## config.mk

```make
export PLATFORM = sky130hd
export DESIGN_NAME = keypad_entry_parser_flat
export DESIGN_NICKNAME = d
export VERILOG_FILES = /design/src/rtl/calc_pkg.sv /design/src/rtl/keypad_entry_parser_if.sv /design/src/rtl/keypad_scan_debounce.sv /design/src/rtl/keypad_entry_parser.sv /design/src/flat_wrapper.sv
export SDC_FILE = /design/constraint.sdc
export NUM_CORES = 1
export LEC_CHECK = 0
export ABC_AREA = 1
export BUFFER_PORTS_ARGS = -buffer_cell sky130_fd_sc_hd__clkbuf_2
export CORE_MARGIN = 2
export CORE_UTILIZATION = 46
export DETAILED_ROUTE_END_ITERATION = 12
export SYNTH_ARGS = -nofsm -noshare
export SYNTH_HDL_FRONTEND = slang
export SYNTH_SLANG_ARGS = --single-unit
```

## constraint.sdc

```tcl
create_clock -name IN_clk -period 3.8 [get_ports IN_clk]
set_input_delay 0 -clock IN_clk [delete_from_list [all_inputs] [get_ports IN_clk]]
set_output_delay 0 -clock IN_clk [all_outputs]
set_load 0.05 [all_outputs]
```

## src/rtl/calc_pkg.sv

```systemverilog
// Shared types and constants for the calculator keypad front end:
// entry-state encodings, operator/key codes and small decode/arithmetic helpers.
package calc_pkg;

  typedef enum logic [1:0] {
    S0 = 2'd0,
    S1 = 2'd1,
    S2 = 2'd2,
    S3 = 2'd3
  } state_t;

  localparam logic [3:0] OP_ADD = 4'hA;
  localparam logic [3:0] OP_SUB = 4'hB;
  localparam logic [3:0] OP_AND = 4'hC;
  localparam logic [3:0] OP_OR  = 4'hD;
  localparam logic [3:0] OP_CMP = 4'hE;
  localparam logic [3:0] KEY_EQ = 4'hF;
  localparam logic [1:0] CLEAR_FLAG = 2'd3;

  // Operator keys share their ALU op code, so the parser can latch the key code directly.
  function automatic logic [3:0] key_lookup(input logic [1:0] col, input logic [1:0] row);
    logic [3:0] code;
    case ({col, row})
      4'h0: code = 4'd1;
      4'h1: code = 4'd4;
      4'h2: code = 4'd7;
      4'h3: code = 4'd0;
      4'h4: code = 4'd2;
      4'h5: code = 4'd5;
      4'h6: code = 4'd8;
      4'h7: code = KEY_EQ;
      4'h8: code = 4'd3;
      4'h9: code = 4'd6;
      4'hA: code = 4'd9;
      4'hB: code = OP_CMP;
      4'hC: code = OP_ADD;
      4'hD: code = OP_SUB;
      4'hE: code = OP_AND;
      4'hF: code = OP_OR;
      default: code = 4'd0;
    endcase
    return code;
  endfunction

  function automatic logic [2:0] low_count(input logic [3:0] row);
    return {2'd0, ~row[0]} + {2'd0, ~row[1]} + {2'd0, ~row[2]} + {2'd0, ~row[3]};
  endfunction

  function automatic logic [1:0] first_low(input logic [3:0] row);
    logic [1:0] idx;
    casez (row)
      4'b???0: idx = 2'd0;
      4'b??01: idx = 2'd1;
      4'b?011: idx = 2'd2;
      default: idx = 2'd3;
    endcase
    return idx;
  endfunction

  // Decimal shift-in: old*10 + d using only shifts and adds.
  function automatic logic [15:0] acc_digit(input logic [15:0] old, input logic [3:0] d);
    return (old << 3) + (old << 1) + {12'd0, d};
  endfunction

endpackage

```

## src/rtl/keypad_entry_parser_if.sv

```systemverilog
// Keypad matrix and operand/operator bus between the entry parser and the core unit.
interface keypad_entry_parser_if;
  logic [3:0] IN_row;
  logic [3:0] OUT_col;
  logic [7:0] OUT_SRCH;
  logic [7:0] OUT_SRCL;
  logic [7:0] OUT_DSTH;
  logic [7:0] OUT_DSTL;
  logic [3:0] OUT_ALU_OP;
  logic       OUT_finish;
  logic [1:0] OUT_state;
  logic [1:0] OUT_flag;

  modport master (
    input  IN_row,
    output OUT_col, OUT_SRCH, OUT_SRCL, OUT_DSTH, OUT_DSTL,
    output OUT_ALU_OP, OUT_finish, OUT_state, OUT_flag
  );

  modport slave (
    output IN_row,
    input  OUT_col, OUT_SRCH, OUT_SRCL, OUT_DSTH, OUT_DSTL,
    input  OUT_ALU_OP, OUT_finish, OUT_state, OUT_flag
  );
endinterface

```

## src/rtl/keypad_scan_debounce.sv

```systemverilog
// Drives the 4x4 keypad columns, classifies each full scan frame and debounces
// presses/releases into a single one-cycle key event per press.
module keypad_scan_debounce
  import calc_pkg::*;
#(
  parameter int SCAN_DIV   = 1000,
  parameter int DEB_FRAMES = 4
) (
  input  logic       IN_clk,
  input  logic       IN_rst,
  input  logic [3:0] row,
  output logic [3:0] col,
  output logic       key_valid,
  output logic [3:0] key_code
);
  localparam int DW = (SCAN_DIV > 1) ? $clog2(SCAN_DIV) : 1;
  localparam logic [DW-1:0] DIV_LAST = DW'(SCAN_DIV - 1);
  localparam logic [7:0] DEB_N = 8'(DEB_FRAMES);

  logic [DW-1:0] div_r;
  logic [1:0]    col_idx_r;
  logic [3:0]    col_r, row_meta_r, row_sync_r;
  logic [1:0]    hits_r;
  logic [3:0]    acc_key_r, cand_r, key_code_r;
  logic          released_r, key_valid_r;
  logic [7:0]    cnt_r;

  logic          slot_end_s, frame_end_s;
  logic [2:0]    sum_s;
  logic [1:0]    total_s;
  logic [3:0]    col_key_s, frame_key_s, cand_n_s, key_code_n_s;
  logic [7:0]    run_s, cnt_n_s;
  logic          released_n_s, key_valid_n_s;

  // Frame accumulation: hits saturate at 2 so any multi-key frame reads as invalid.
  always_comb begin
    slot_end_s  = (div_r == DIV_LAST);
    frame_end_s = slot_end_s && (col_idx_r == 2'd3);
    sum_s       = {1'b0, hits_r} + low_count(row_sync_r);
    total_s     = (sum_s >= 3'd2) ? 2'd2 : sum_s[1:0];
    col_key_s   = key_lookup(col_idx_r, first_low(row_sync_r));
    frame_key_s = (hits_r != 2'd0) ? acc_key_r : col_key_s;
    run_s       = ((cand_r == frame_key_s) && (cnt_r != 8'd0)) ? cnt_r + 8'd1 : 8'd1;
  end

  // Debounce decision, evaluated only on the cycle a frame completes.
  always_comb begin
    released_n_s  = released_r;
    cand_n_s      = cand_r;
    cnt_n_s       = cnt_r;
    key_valid_n_s = 1'b0;
    key_code_n_s  = key_code_r;
    if (frame_end_s) begin
      case (total_s)
        2'd0: begin
          if (released_r) begin
            cnt_n_s = 8'd0;
          end else if (cnt_r + 8'd1 >= DEB_N) begin
            released_n_s = 1'b1;
            cnt_n_s      = 8'd0;
          end else begin
            cnt_n_s = cnt_r + 8'd1;
          end
        end
        2'd1: begin
          if (!released_r) begin
            cnt_n_s = 8'd0;
          end else if (run_s >= DEB_N) begin
            key_valid_n_s = 1'b1;
            key_code_n_s  = frame_key_s;
            released_n_s  = 1'b0;
            cnt_n_s       = 8'd0;
          end else begin
            cand_n_s = frame_key_s;
            cnt_n_s  = run_s;
          end
        end
        default: cnt_n_s = cnt_r;
      endcase
    end else begin
      cnt_n_s = cnt_r;
    end
  end

  // Column scan, row synchroniser and per-frame accumulators.
  always_ff @(posedge IN_clk) begin
    if (IN_rst) begin
      div_r      <= '0;
      col_idx_r  <= 2'd0;
      col_r      <= 4'b1110;
      row_meta_r <= 4'hF;
      row_sync_r <= 4'hF;
      hits_r     <= 2'd0;
      acc_key_r  <= 4'd0;
    end else begin
      row_meta_r <= row;
      row_sync_r <= row_meta_r;
      if (slot_end_s) begin
        div_r     <= '0;
        col_idx_r <= col_idx_r + 2'd1;
        col_r     <= {col_r[2:0], col_r[3]};
        hits_r    <= frame_end_s ? 2'd0 : total_s;
        acc_key_r <= frame_end_s ? 4'd0 : frame_key_s;
      end else begin
        div_r <= div_r + DW'(1);
      end
    end
  end

  // Debounce state and the registered key event.
  always_ff @(posedge IN_clk) begin
    if (IN_rst) begin
      released_r  <= 1'b1;
      cand_r      <= 4'd0;
      cnt_r       <= 8'd0;
      key_valid_r <= 1'b0;
      key_code_r  <= 4'd0;
    end else begin
      released_r  <= released_n_s;
      cand_r      <= cand_n_s;
      cnt_r       <= cnt_n_s;
      key_valid_r <= key_valid_n_s;
      key_code_r  <= key_code_n_s;
    end
  end

  assign col       = col_r;
  assign key_valid = key_valid_r;
  assign key_code  = key_code_r;
endmodule

```

## src/rtl/keypad_entry_parser.sv

```systemverilog
// Keypad front end of the calculator: turns debounced key events into two
// decimal operands, an operator and the entry progress seen by the core unit.
module keypad_entry_parser
  import calc_pkg::*;
#(
  parameter int SCAN_DIV   = 1000,
  parameter int DEB_FRAMES = 4
) (
  input  logic IN_clk,
  input  logic IN_rst,
  keypad_entry_parser_if.master bus
);
  logic [3:0]  col_s, key_code_s;
  logic        key_valid_s;
  state_t      state_r, state_n_s;
  logic [1:0]  flag_r, flag_n_s;
  logic [15:0] src_r, src_n_s, dst_r, dst_n_s;
  logic [3:0]  op_r, op_n_s;
  logic        fin_r, fin_n_s;
  logic        is_digit_s, is_op_s, is_eq_s;

  keypad_scan_debounce #(.SCAN_DIV(SCAN_DIV), .DEB_FRAMES(DEB_FRAMES)) u_scan (
    .IN_clk   (IN_clk),
    .IN_rst   (IN_rst),
    .row      (bus.IN_row),
    .col      (col_s),
    .key_valid(key_valid_s),
    .key_code (key_code_s)
  );

  // Entry FSM; finish and clear are one-cycle markers that fall back to idle.
  always_comb begin
    state_n_s  = state_r;
    flag_n_s   = flag_r;
    src_n_s    = src_r;
    dst_n_s    = dst_r;
    op_n_s     = op_r;
    fin_n_s    = 1'b0;
    is_digit_s = (key_code_s <= 4'd9);
    is_op_s    = (key_code_s >= OP_ADD) && (key_code_s <= OP_CMP);
    is_eq_s    = (key_code_s == KEY_EQ);
    if (fin_r) begin
      state_n_s = S0;
      flag_n_s  = 2'd0;
    end else if ((state_r == S0) && (flag_r == CLEAR_FLAG)) begin
      flag_n_s = 2'd0;
    end else if (key_valid_s) begin
      case (state_r)
        S0: begin
          if (is_digit_s) begin
            src_n_s   = {12'd0, key_code_s};
            flag_n_s  = 2'd1;
            state_n_s = S1;
          end else if (is_eq_s) begin
            flag_n_s = CLEAR_FLAG;
            src_n_s  = 16'd0;
            dst_n_s  = 16'd0;
            op_n_s   = 4'd0;
          end else begin
            state_n_s = S0;
          end
        end
        S1: begin
          if (is_digit_s && (flag_r < 2'd3)) begin
            src_n_s  = acc_digit(src_r, key_code_s);
            flag_n_s = flag_r + 2'd1;
          end else if (is_op_s) begin
            op_n_s    = key_code_s;
            state_n_s = S2;
          end else begin
            state_n_s = S1;
          end
        end
        S2: begin
          if (is_digit_s) begin
            dst_n_s   = {12'd0, key_code_s};
            flag_n_s  = 2'd1;
            state_n_s = S3;
          end else if (is_op_s) begin
            op_n_s = key_code_s;
          end else begin
            state_n_s = S2;
          end
        end
        S3: begin
          if (is_digit_s && (flag_r < 2'd3)) begin
            dst_n_s  = acc_digit(dst_r, key_code_s);
            flag_n_s = flag_r + 2'd1;
          end else if (is_eq_s) begin
            fin_n_s = 1'b1;
          end else begin
            state_n_s = S3;
          end
        end
        default: state_n_s = S0;
      endcase
    end else begin
      state_n_s = state_r;
    end
  end

  // Entry registers; these drive the core-unit interface directly.
  always_ff @(posedge IN_clk) begin
    if (IN_rst) begin
      state_r <= S0;
      flag_r  <= 2'd0;
      src_r   <= 16'd0;
      dst_r   <= 16'd0;
      op_r    <= 4'd0;
      fin_r   <= 1'b0;
    end else begin
      state_r <= state_n_s;
      flag_r  <= flag_n_s;
      src_r   <= src_n_s;
      dst_r   <= dst_n_s;
      op_r    <= op_n_s;
      fin_r   <= fin_n_s;
    end
  end

  assign bus.OUT_col    = col_s;
  assign bus.OUT_SRCH   = src_r[15:8];
  assign bus.OUT_SRCL   = src_r[7:0];
  assign bus.OUT_DSTH   = dst_r[15:8];
  assign bus.OUT_DSTL   = dst_r[7:0];
  assign bus.OUT_ALU_OP = op_r;
  assign bus.OUT_finish = fin_r;
  assign bus.OUT_state  = state_r;
  assign bus.OUT_flag   = flag_r;
endmodule

```

## src/flat_wrapper.sv

```systemverilog
// flat-port wrapper written by rule: the top's interface ports become plain ports
module keypad_entry_parser_flat import calc_pkg::*;
#(
  parameter int SCAN_DIV   = 1000,
  parameter int DEB_FRAMES = 4
)
  (IN_clk, IN_rst, bus_IN_row, bus_OUT_col, bus_OUT_SRCH, bus_OUT_SRCL, bus_OUT_DSTH, bus_OUT_DSTL, bus_OUT_ALU_OP, bus_OUT_finish, bus_OUT_state, bus_OUT_flag);
  keypad_entry_parser_if bus_i ();
  input  logic IN_clk;
  input  logic IN_rst;
  input wire logic [$bits(bus_i.IN_row)-1:0] bus_IN_row;
  output wire logic [$bits(bus_i.OUT_col)-1:0] bus_OUT_col;
  output wire logic [$bits(bus_i.OUT_SRCH)-1:0] bus_OUT_SRCH;
  output wire logic [$bits(bus_i.OUT_SRCL)-1:0] bus_OUT_SRCL;
  output wire logic [$bits(bus_i.OUT_DSTH)-1:0] bus_OUT_DSTH;
  output wire logic [$bits(bus_i.OUT_DSTL)-1:0] bus_OUT_DSTL;
  output wire logic [$bits(bus_i.OUT_ALU_OP)-1:0] bus_OUT_ALU_OP;
  output wire logic [$bits(bus_i.OUT_finish)-1:0] bus_OUT_finish;
  output wire logic [$bits(bus_i.OUT_state)-1:0] bus_OUT_state;
  output wire logic [$bits(bus_i.OUT_flag)-1:0] bus_OUT_flag;
  assign bus_i.IN_row = bus_IN_row;
  assign bus_OUT_col = bus_i.OUT_col;
  assign bus_OUT_SRCH = bus_i.OUT_SRCH;
  assign bus_OUT_SRCL = bus_i.OUT_SRCL;
  assign bus_OUT_DSTH = bus_i.OUT_DSTH;
  assign bus_OUT_DSTL = bus_i.OUT_DSTL;
  assign bus_OUT_ALU_OP = bus_i.OUT_ALU_OP;
  assign bus_OUT_finish = bus_i.OUT_finish;
  assign bus_OUT_state = bus_i.OUT_state;
  assign bus_OUT_flag = bus_i.OUT_flag;
  keypad_entry_parser #(.SCAN_DIV(SCAN_DIV), .DEB_FRAMES(DEB_FRAMES)) u_core (.IN_clk(IN_clk), .IN_rst(IN_rst), .bus(bus_i));
endmodule
```

==> metrics.txt, run 1 <==
post-synthesis sequential area ratio=31.4%; crit start category=flip-flop; Syn-to-layout area delta=12.6%; VDD IR max=0.172 mV; clk_skew=0.00577 ns; NetSw=0.428 mW; Pint=1.51 mW; Synth Register Bits=89; Crit Path Class=flip-flop to flip-flop; Hold Fails Final Rpt=0; clock slew at reported path FFs=0.06 ns; CP most frequent cell=fa_1; die area=13200 µm²; Clk Latency, worst-skew pair=0.35 ns; part of the power in registers=48.7%; Nets=904; vias=5206; Setup Buffers After CTS=0; synth warn=0; DRC errors left=0; CP max stage cell=fa_1; first-pass GRT wire length=22.2 mm; Mapped Avg Cell Area=7.32 µm²; number of flops mapped to enable cells by yosys=0; crit path time final=3.00 ns; HP Class=input port to flip-flop; layout cell share with drive strength beyond 1=13.0%; critical-path cell list=fa_1, inv_1, fa_1, fa_1, nor2_1, nand2_1, nor3_2, nand2_1, o21ai_0, nor2_1; WHS=0.245 ns; DR pass1 iterations=4; CTS tree=built; Critical Path Sink Type=flip-flop; IO Pins=51; Core Area=12000 µm²; Iter 0 DRT Violations=241; ys flop type=dfxtp_1; WP buf/inv=1; synthesized area=5680 µm²; Yosys cell types=46; hpwl dp=9.64 mm; Critical Path RT=4.04 ns; Slew Viols, Final=0; total power divided by cell area=303 nW/µm²; CTS buffer count=9; Sink Count=89; drt wl/cell=13.0 µm; gpl congestion=0.900; via/cell ratio=5.32; GRT Residual Overflow=0; Clk pwr share=47.9%; crit-path max FO=6; I/O Buffers=50; std cell rows=40; Comb power frac=3.4%; sw frac=22.1%; clock buffer depth=2; setup TNS=0 ns; Top delay family on crit path=adder cells; antenna-violating nets left=0; outcome=finished, final reports clean; H-Tree Depth=3; global-route usage over all layers=20.6%; RSZ-0062 raised after global routing=no; max cap viols=0; Syn Nets=852; initial antenna violation count=0; root buffer cell=clkbuf_16; Initial Util=47.3%; pin count of the biggest net entering global routing=52; vias in the first global route=4899; # fillers=1217; worst-margin pin slew=0.697 ns; Max transition margin=53.5%; Die Y=115 µm; n_diodes=0; Worst path max stage delay=0.55 ns; final WL=12.8 mm; Post-synth ARST share=0%; Die Wd=115 µm; WP data arrival=3.25 ns; Cells after Synth=776; Final period util=79.1%; Max Clock Freq=333 MHz; leakage power=3.10 nW; final setup fails=0
path summary, 6_finish.rpt:
kind	start	depth (start not counted)	slack, ns	end
setup / recovery	u_core.u_scan.row_sync_r[0]$_SDFF_PP1_	10	0.80	u_core.u_scan.key_code[0]$_SDFFE_PP0P_
hold / removal	IN_rst	3	0.25	u_core.u_scan.key_valid$_SDFF_PP0_
setup reg to reg	u_core.u_scan.row_sync_r[0]$_SDFF_PP1_	10	0.80	u_core.u_scan.key_code[0]$_SDFFE_PP0P_
hold reg to reg	u_core.u_scan.row_meta_r[0]$_SDFF_PP1_	1	0.41	u_core.u_scan.row_sync_r[0]$_SDFF_PP1_
cells in the final DEF, fill, tap and decap left out, types with 2 or more instances in the layout:
master,netlist,final
dlygate4sd3_1,0,4
clkbuf_8,0,2
a21oi_2,4,4
xnor2_1,8,8
nand2_2,5,5
nor4_1,2,2
nand3_2,5,5
a31oi_1,10,10
inv_6,0,2
inv_2,5,5
nand2_1,174,174
ha_1,63,63
clkbuf_2,1,50
nor3_2,2,2
nand3b_1,3,3
o21bai_1,3,3
or2_2,14,14
nand4_1,10,10
nor3_1,14,14
o21ai_0,43,43
dfxtp_1,89,89
and3_1,2,2
o22ai_1,4,4
inv_1,90,90
a21o_1,2,2
nor2_1,44,44
clkbuf_16,0,9
a21oi_1,74,74
fa_1,7,7
xor2_1,2,2
a211oi_1,6,6
nand3_1,61,61
o21a_1,3,3
logic make-up (layout without fill, tap and decap cells):
family	after synthesis	after routing	synth area share (%)
AOI/OAI and AO/OA	155	155	15.4
adders and majority gates	70	70	16.4
and+or+nand+nor	341	341	27.7
xor gates and xnor gates	10	10	1.54
DFF	89	89	31.4
buffers and inverters	111	167	7.67
metal layers:
layer | up-vias | global-route usage, % | share of wire, %
met5 | - | 0 | 0
met4 | 0 | 4.82 | 1.2
met3 | 8 | 4.74 | 2.9
met2 | 70 | 34.8 | 47
met1 | 2424 | 26.8 | 49
li1 | 2704 | - | -
worst min-delay path, delay by kind of cell:
kind | cells | cell delay [ns]
buf+inv | 2 | 0.40
simple gates | 1 | 0.15
final cells by class:
type | count | area (µm²) | share of cell area, %
Timing Repair Buffer | 55 | 298 | 4.66
Tap cell | 147 | 184 | 2.88
Sequential cell | 89 | 1780 | 27.9
Clock buffer | 12 | 256 | 4.01
Multi-Input combinational cell | 576 | 3460 | 54.1
Clock inverter | 3 | 47.5 | 0.744
Inverter | 97 | 367 | 5.73
power groups by stage:
| stage | sequential [mW] | clock [mW] | combinational (mW) |
|---|---|---|---|
| 6_report | 0.942 | 0.927 | 0.0655 |
| 5_1_grt | 0.943 | 0.987 | 0.0756 |
| 4_1_cts | 0.942 | 0.947 | 0.0661 |
| 3_5_place_dp | 0.964 | 0 | 0.0626 |
| 3_3_place_gp | 0.963 | 0 | 0.0615 |
| 2_1_floorplan | 0.963 | 0 | 0.0466 |
what timing repair did:
action                                 CTS  global route
gates resized for setup                  0             0
endpoints found under the hold margin    4             0
hold buffers                             4             0
metrics by stage:
stage | cells | power (mW) | setup slack, ns | area [µm²] | util (%)
6_report | 979 | 1.93 | 0.795 | 6390 | 53.2
3_3_place_gp | 960 | 1.02 | 0.940 | 6050 | 50.4
2_1_floorplan | 776 | 1.01 | 1.09 | 5680 | -
4_1_cts | 979 | 1.96 | 0.794 | 6390 | 53.2
3_5_place_dp | 960 | 1.03 | 0.802 | 6050 | 50.4
5_1_grt | 979 | 2.01 | 0.476 | 6390 | 53.2
sequential cells by signal, summed over array words and instances (netlist names), 2 cells and up:
name,count
u_core.dst_r,16
u_core.src_r,16
u_core.u_scan.div_r,10
u_core.u_scan.cnt_r,8
u_core.bus.OUT_ALU_OP,4
u_core.u_scan.acc_key_r,4
u_core.u_scan.cand_r,4
u_core.u_scan.col,4
u_core.u_scan.key_code,4
u_core.u_scan.row_meta_r,4
u_core.u_scan.row_sync_r,4
u_core.bus.OUT_flag,2
u_core.bus.OUT_state,2
u_core.u_scan.col_idx_r,2
u_core.u_scan.hits_r,2
Yosys cell counts, types with 2 or more instances:
master	count	area share (%)
nand2_1	174	12
inv_1	90	6.0
dfxtp_1	89	31
a21oi_1	74	6.5
ha_1	63	14
nand3_1	61	5.4
nor2_1	44	2.9
o21ai_0	43	3.8
nor3_1	14	1.2
or2_2	14	1.5
a31oi_1	10	1.1
nand4_1	10	1.1
clkbuf_1	8	0.53
xnor2_1	8	1.2
fa_1	7	2.5
a211oi_1	6	0.79
inv_2	5	0.33
nand2_2	5	0.55
nand3_2	5	0.88
a21oi_2	4	0.62
o22ai_1	4	0.44
buf_2	3	0.26
nand3b_1	3	0.40
o21a_1	3	0.40
o21bai_1	3	0.40
a21o_1	2	0.26
and3_1	2	0.22
nor3_2	2	0.35
nor4_1	2	0.22
xor2_1	2	0.31
(Power assumes the default switching activity.)
==> run 2, diff against run 1 <==
Settings changed: PLACE_DENSITY set to 0.67.
Clock period 3.8 ns to 2.6 ns, I/O delays scaled along.
==> run 2 against run 1 <==
Against the previous run: clock power is 34% higher; non-clock buffer count is 18 higher; final cell count is 1.9% higher; worst hold slack worse by 0.11 ns; sequential power is 46% higher; critical path depth is 3 higher; total power is 42% higher; combinational power is 100% higher; largest cell class unchanged.
==> metrics.txt, run 2 (synthesized netlist as in run 1, its figures left out) <==
I/O Buffers=50 (unchanged); vias in the first global route=4994 (was 4899); RSZ-0062 raised after global routing=yes (was no); Critical Path Sink Type=flip-flop (unchanged); sw frac=23.4% (was 22.1%); worst-margin pin slew=0.606 ns (was 0.697 ns); Nets=922 (was 904); Clk Latency, worst-skew pair=0.34 ns (was 0.35 ns); GR Util met2=34.6% (was 34.8%); Initial Util=47.3% (unchanged); n_diodes=0 (unchanged); DP Cell Count=974 (was 960); vias=5299 (was 5206); clock buffer depth=2 (unchanged); Iter 0 DRT Violations=312 (was 241); GRT Residual Overflow=0 (unchanged); VDD IR max=0.291 mV (was 0.172 mV); first-pass GRT wire length=22.0 mm (was 22.2 mm); crit-path max FO=4 (was 6); setup TNS=0 ns (unchanged); H-Tree Depth=3 (unchanged); gpl congestion=0.885 (was 0.900); Core Area=12000 µm² (unchanged); most common cell after layout, fill and taps aside=nand2_1 (unchanged); Sink Count=89 (unchanged); FF-to-FF setup slack=0.003 ns (was 0.80 ns); crit path time final=2.60 ns (was 3.00 ns); most frequent cells in the layout=nand2_1 (168), inv_1 (86), dfxtp_1 (85), a21oi_1 (70), ha_1 (63) (was nand2_1 (174), inv_1 (90), dfxtp_1 (89), a21oi_1 (74), ha_1 (63)); Max Clock Freq=385 MHz (was 333 MHz); final setup fails=0 (unchanged); clk_skew=0.0105 ns (was 0.00577 ns); Crit Path Class=flip-flop to flip-flop (unchanged); NetSw=0.642 mW (was 0.428 mW); CTS buffer count=9 (unchanged); Comb power frac=4.8% (was 3.4%); final WL=13.0 mm (was 12.8 mm); Max transition margin=59.6% (was 53.5%); drt wl/cell=13.0 µm (about the same); pin count of the biggest net entering global routing=52 (unchanged); outcome=finished, final reports clean (unchanged); part of the power in registers=50.1% (was 48.7%); clock slew at reported path FFs=0.07 ns (was 0.06 ns); CTS tree=built (unchanged); Final period util=99.9% (was 79.1%); Die Y=115 µm (unchanged); met1 Resource Use GR=26.2% (was 26.8%); final instance area=6640 µm² (was 6390 µm²); Syn-to-layout area delta=16.9% (was 12.6%); Die Wd=115 µm (unchanged); Pint=2.10 mW (was 1.51 mW); Clk pwr share=45.1% (was 47.9%); leakage power=3.18 nW (was 3.10 nW); Critical Path RT=2.87 ns (was 4.04 ns); root buffer cell=clkbuf_16 (unchanged); layout cell share with drive strength beyond 1=18.4% (was 13.0%); hpwl dp=9.70 mm (was 9.64 mm); final core utilization=55.3% (was 53.2%); DRC errors left=0 (unchanged); Critical R2R Capture=u_core.u_scan.cnt_r[1]$_SDFFE_PP0P_ (was u_core.u_scan.key_code[0]$_SDFFE_PP0P_); crit start category=flip-flop (unchanged); HP Class=input port to flip-flop (unchanged); gr busiest metal=met2 (unchanged); total power divided by cell area=414 nW/µm² (was 303 nW/µm²); via/cell ratio=5.31 (was 5.32); initial antenna violation count=0 (unchanged); Tot Pwr=2.75 mW (was 1.93 mW); antenna-violating nets left=0 (unchanged); CP Launch Point=u_core.u_scan.hits_r[0]$_SDFFE_PP0P_ (was u_core.u_scan.row_sync_r[0]$_SDFF_PP1_); Slew Viols, Final=0 (unchanged); global-route usage over all layers=20.3% (was 20.6%); worst setup path end=u_core.u_scan.cnt_r[1]$_SDFFE_PP0P_ (was u_core.u_scan.key_code[0]$_SDFFE_PP0P_); std cell rows=40 (unchanged); FF-to-FF path depth=13 (was 10); dpl cell area=6170 µm² (was 6050 µm²); non-filler instance count after layout=998 (was 979); die area=13200 µm² (unchanged); met3 Usage GRT=4.16% (was 4.74%); WP data arrival=2.87 ns (was 3.25 ns); Worst R2R Start=u_core.u_scan.hits_r[0]$_SDFFE_PP0P_ (was u_core.u_scan.row_sync_r[0]$_SDFF_PP1_); Hold Fails Final Rpt=0 (unchanged); IO Pins=51 (unchanged); max cap viols=0 (unchanged); DR pass1 iterations=5 (was 4); leading registers by flop count=u_core.dst_r x16, u_core.src_r x16, u_core.u_scan.div_r x10 (unchanged)
[run 2: how the worst min path moves through the flow]
stage             startpoint                                endpoint  slack (ns)  cells after the start
6_report              IN_rst  u_core.u_scan.key_code[0]$_SDFFE_PP0P_        0.13                      4
5_1_grt               IN_rst  u_core.u_scan.key_code[2]$_SDFFE_PP0P_        0.16                      4
4_1_cts               IN_rst  u_core.u_scan.key_code[1]$_SDFFE_PP0P_        0.11                      4
3_5_place_dp   bus_IN_row[1]  u_core.u_scan.row_meta_r[1]$_SDFF_PP1_        0.18                      2
3_3_place_gp   bus_IN_row[1]  u_core.u_scan.row_meta_r[1]$_SDFF_PP1_        0.18                      2
2_1_floorplan  bus_IN_row[0]  u_core.u_scan.row_meta_r[0]$_SDFF_PP1_        0.10                      1
[run 2: timing repair]
item,4_1_cts,5_1_grt
endpoints found under the setup margin,9,22
hold buffers,4,0
resized for setup,20,20
setup buffers,2,2
gates cloned,0,0
endpoints found under the hold margin,4,0
pin swaps,3,6
[run 2: power groups by stage]
stage	Sequential [mW]	Combinational, mW	Clock [mW]
after global routing	1.38	0.147	1.35
final	1.38	0.132	1.24
after detailed placement	1.41	0.104	0
after floorplan	1.41	0.0708	0
after CTS	1.38	0.121	1.29
after global placement	1.41	0.101	0
[run 2: cell type report]
cell class,instances,area (µm²)
clock inverters,5,38.8
inverters,97,369
fillers,1160,5370
multi-input cells,576,3580
flip-flops and latches,89,1790
well taps,147,184
repair buffers,73,440
clock buffers,11,243
[run 2: metal layers]
metal  share of wire, %  vias up
met5                  0        -
met1                 47     2461
li1                   -     2741
met2                 49       91
met3                3.3        6
met4               0.90        0
[run 2: worst max-delay path, cell delays in order (launching register included)]
cell and delay, ns:
dfxtp_2 0.33, inv_2 0.04, fa_1 0.50, inv_1 0.05
fa_2 0.34, fa_1 0.49, nor2_4 0.14, nand2_4 0.10
nor2_4 0.14, buf_6 0.12, nand2_4 0.04, nand2_4 0.06
nand3_2 0.07, a21oi_2 0.11
[run 2: stage by stage]
stage          hold WS (ns)  setup WS [ns]
2_1_floorplan         0.104        0.00883
3_3_place_gp          0.183        -0.0664
3_5_place_dp          0.185         -0.152
4_1_cts               0.110        -0.0425
5_1_grt               0.162         -0.156
6_report              0.134        0.00290
==> run 3, diff against run 2 <==
Settings changed: CTS_BUF_LIST set to sky130_fd_sc_hd__clkbuf_4 sky130_fd_sc_hd__clkbuf_8, SETUP_SLACK_MARGIN set to 0.5.
==> run 3 against run 2 <==
Against the previous run: register-to-register slack improved by 0.03 ns; global-route usage increased by 0.36 points; critical endpoint is now u_core.u_scan.cand_r[1]$_SDFFE_PP0P_; total power decreased by 10%; largest cell class unchanged; cell area increased by 4.1%; clock skew decreased by 0.0022 ns; non-clock buffer count increased by 15; count of clock-buffer cells in the layout unchanged.
==> metrics.txt, run 3 (synthesized netlist as in run 1, its figures left out) <==
total power divided by cell area=358 nW/µm² (was 414 nW/µm²); clk_skew=0.00829 ns (was 0.0105 ns); CTS tree=built (unchanged); final core utilization=57.5% (was 55.3%); multi-input combinational cell area=3700 µm² (was 3580 µm²); antenna-violating nets left=0 (unchanged); max cap viols=0 (unchanged); std cell rows=40 (unchanged); final WL=13.4 mm (was 13.0 mm); Hold Fails Final Rpt=0 (unchanged); Die Wd=115 µm (unchanged); WP data arrival=2.84 ns (was 2.87 ns); layout cell share with drive strength beyond 1=25.9% (was 18.4%); dpl cell area=6250 µm² (was 6170 µm²); Critical Path Sink Type=flip-flop (unchanged); drt wl/cell=13.2 µm (was 13.0 µm); Iter 0 DRT Violations=233 (was 312); Clk Latency, worst-skew pair=0.36 ns (was 0.34 ns); Max Clock Freq=389 MHz (was 385 MHz); die area=13200 µm² (unchanged); Sink Count=89 (unchanged); crit start category=flip-flop (unchanged); Syn-to-layout area delta=21.7% (was 16.9%); Crit Path Class=flip-flop to flip-flop (unchanged); leading registers by flop count=u_core.dst_r x16, u_core.src_r x16, u_core.u_scan.div_r x10 (unchanged); pin count of the biggest net entering global routing=45 (was 52); n_diodes=0 (unchanged); HP Class=input port to flip-flop (unchanged); IO Pins=51 (unchanged); VDD IR max=0.196 mV (was 0.291 mV); vias in the first global route=4975 (was 4994); H-Tree Depth=3 (unchanged); Tot Pwr=2.47 mW (was 2.75 mW); worst-margin pin slew=0.545 ns (was 0.606 ns); most common cell after layout, fill and taps aside=nand2_1 (unchanged); Core Area=12000 µm² (unchanged); Final period util=98.9% (was 99.9%); RSZ-0062 raised after global routing=yes (unchanged); DR pass1 iterations=5 (unchanged); root buffer cell=clkbuf_8 (was clkbuf_16); setup TNS=0 ns (unchanged); Die Y=115 µm (unchanged); crit path time final=2.57 ns (was 2.60 ns); CTS buffer count=9 (unchanged); final instance area=6910 µm² (was 6640 µm²); initial antenna violation count=0 (unchanged); # fillers=1114 (was 1160); Nets=937 (was 922); DRC errors left=0 (unchanged); leakage power=3.25 nW (was 3.18 nW); Critical Path RT=2.87 ns (about the same); crit-path max FO=5 (was 4); hold depth=3 (was 4); register area=1850 µm² (was 1790 µm²); most frequent cells in the layout=nand2_1 (163), inv_1 (83), a21oi_1 (69), dfxtp_1 (59), ha_1 (58) (was nand2_1 (168), inv_1 (86), dfxtp_1 (85), a21oi_1 (70), ha_1 (63)); Slew Viols, Final=0 (unchanged); via/cell ratio=5.37 (was 5.31); gpl congestion=0.892 (was 0.885); vias=5435 (was 5299); GRT Residual Overflow=0 (unchanged); outcome=finished, final reports clean (unchanged); clock buffer depth=2 (unchanged); hpwl dp=9.86 mm (was 9.70 mm); global-route usage over all layers=20.7% (was 20.3%); final setup fails=0 (unchanged); I/O Buffers=50 (unchanged); Initial Util=47.3% (unchanged); Max transition margin=63.7% (was 59.6%); clock slew at reported path FFs=0.09 ns (was 0.07 ns); FF-to-FF path depth=13 (unchanged); first-pass GRT wire length=22.4 mm (was 22.0 mm)
run 3: cell types whose count changed in the layout (fill, tap and decap cells not counted), moves of 9 or more:
cell	delta
dfxtp_1	-26
dfxtp_4	+14
buf_4	+12
dfxtp_2	+12
clkbuf_16	-9
clkbuf_8	+9
run 3: what timing repair did:
item                                    4_1_cts  5_1_grt
pin swaps                                    11        9
setup buffers                                10       15
hold buffers                                  5        0
endpoints found under the setup margin       42       65
gates resized for setup                      26       29
endpoints found under the hold margin         9        0
run 3: final cells by class:
type | count | share of cell area [%]
multi-input combinational | 576 | 53.6
tap | 147 | 2.66
inverter | 97 | 5.58
clock inverter | 5 | 0.761
clock buffer | 11 | 2.10
timing repair buffer | 88 | 8.41
sequential | 89 | 26.8
run 3: path summary, 6_finish.rpt:
path / to / from / slack, ns
setup reg to reg: u_core.u_scan.cand_r[1]$_SDFFE_PP0P_ / u_core.u_scan.hits_r[0]$_SDFFE_PP0P_ / 0.03
setup / recovery: u_core.u_scan.cand_r[1]$_SDFFE_PP0P_ / u_core.u_scan.hits_r[0]$_SDFFE_PP0P_ / 0.03
hold / removal: u_core.u_scan.row_meta_r[3]$_SDFF_PP1_ / bus_IN_row[3] / 0.35
hold reg to reg: u_core.u_scan.row_sync_r[1]$_SDFF_PP1_ / u_core.u_scan.row_meta_r[1]$_SDFF_PP1_ / 0.41
run 3: critical path, cell delays in order (launching register included):
cell,delay (ns)
dfxtp_2,0.34
inv_2,0.04
fa_1,0.50
inv_1,0.05
fa_2,0.33
fa_1,0.48
nor2_4,0.13
nand2_4,0.09
nor2_4,0.15
nand3_4,0.13
inv_4,0.11
nand2_2,0.05
nand2_1,0.06
nor2_1,0.04
run 3: power by group:
| part | switching (mW) | total (mW) | internal, mW | leakage, nW |
|---|---|---|---|---|
| registers | 0.00457 | 1.36 | 1.36 | 0.738 |
| logic | 0.0814 | 0.134 | 0.0528 | 2.40 |
| clock network | 0.496 | 0.976 | 0.480 | 0.107 |
| total | 0.582 | 2.47 | 1.89 | 3.25 |
run 3: metal layers:
metal  up-vias  GRT usage (%)  wire length [µm]
li1       2782              -                 -
met1      2541           27.3              6330
met2        96           34.4              6340
met3        16           2.85               499
met4         0           8.03               221
met5         -              0                 0
run 3: stage by stage:
stage | cells | hold WS (ns) | worst slack, ns
6_report | 1013 | 0.350 | 0.0284
5_1_grt | 1013 | 0.348 | -0.0948
4_1_cts | 998 | 0.333 | 0.0195
3_5_place_dp | 967 | 0.186 | -0.00290
3_3_place_gp | 967 | 0.185 | 0.0582
2_1_floorplan | 776 | 0.104 | 0.0841
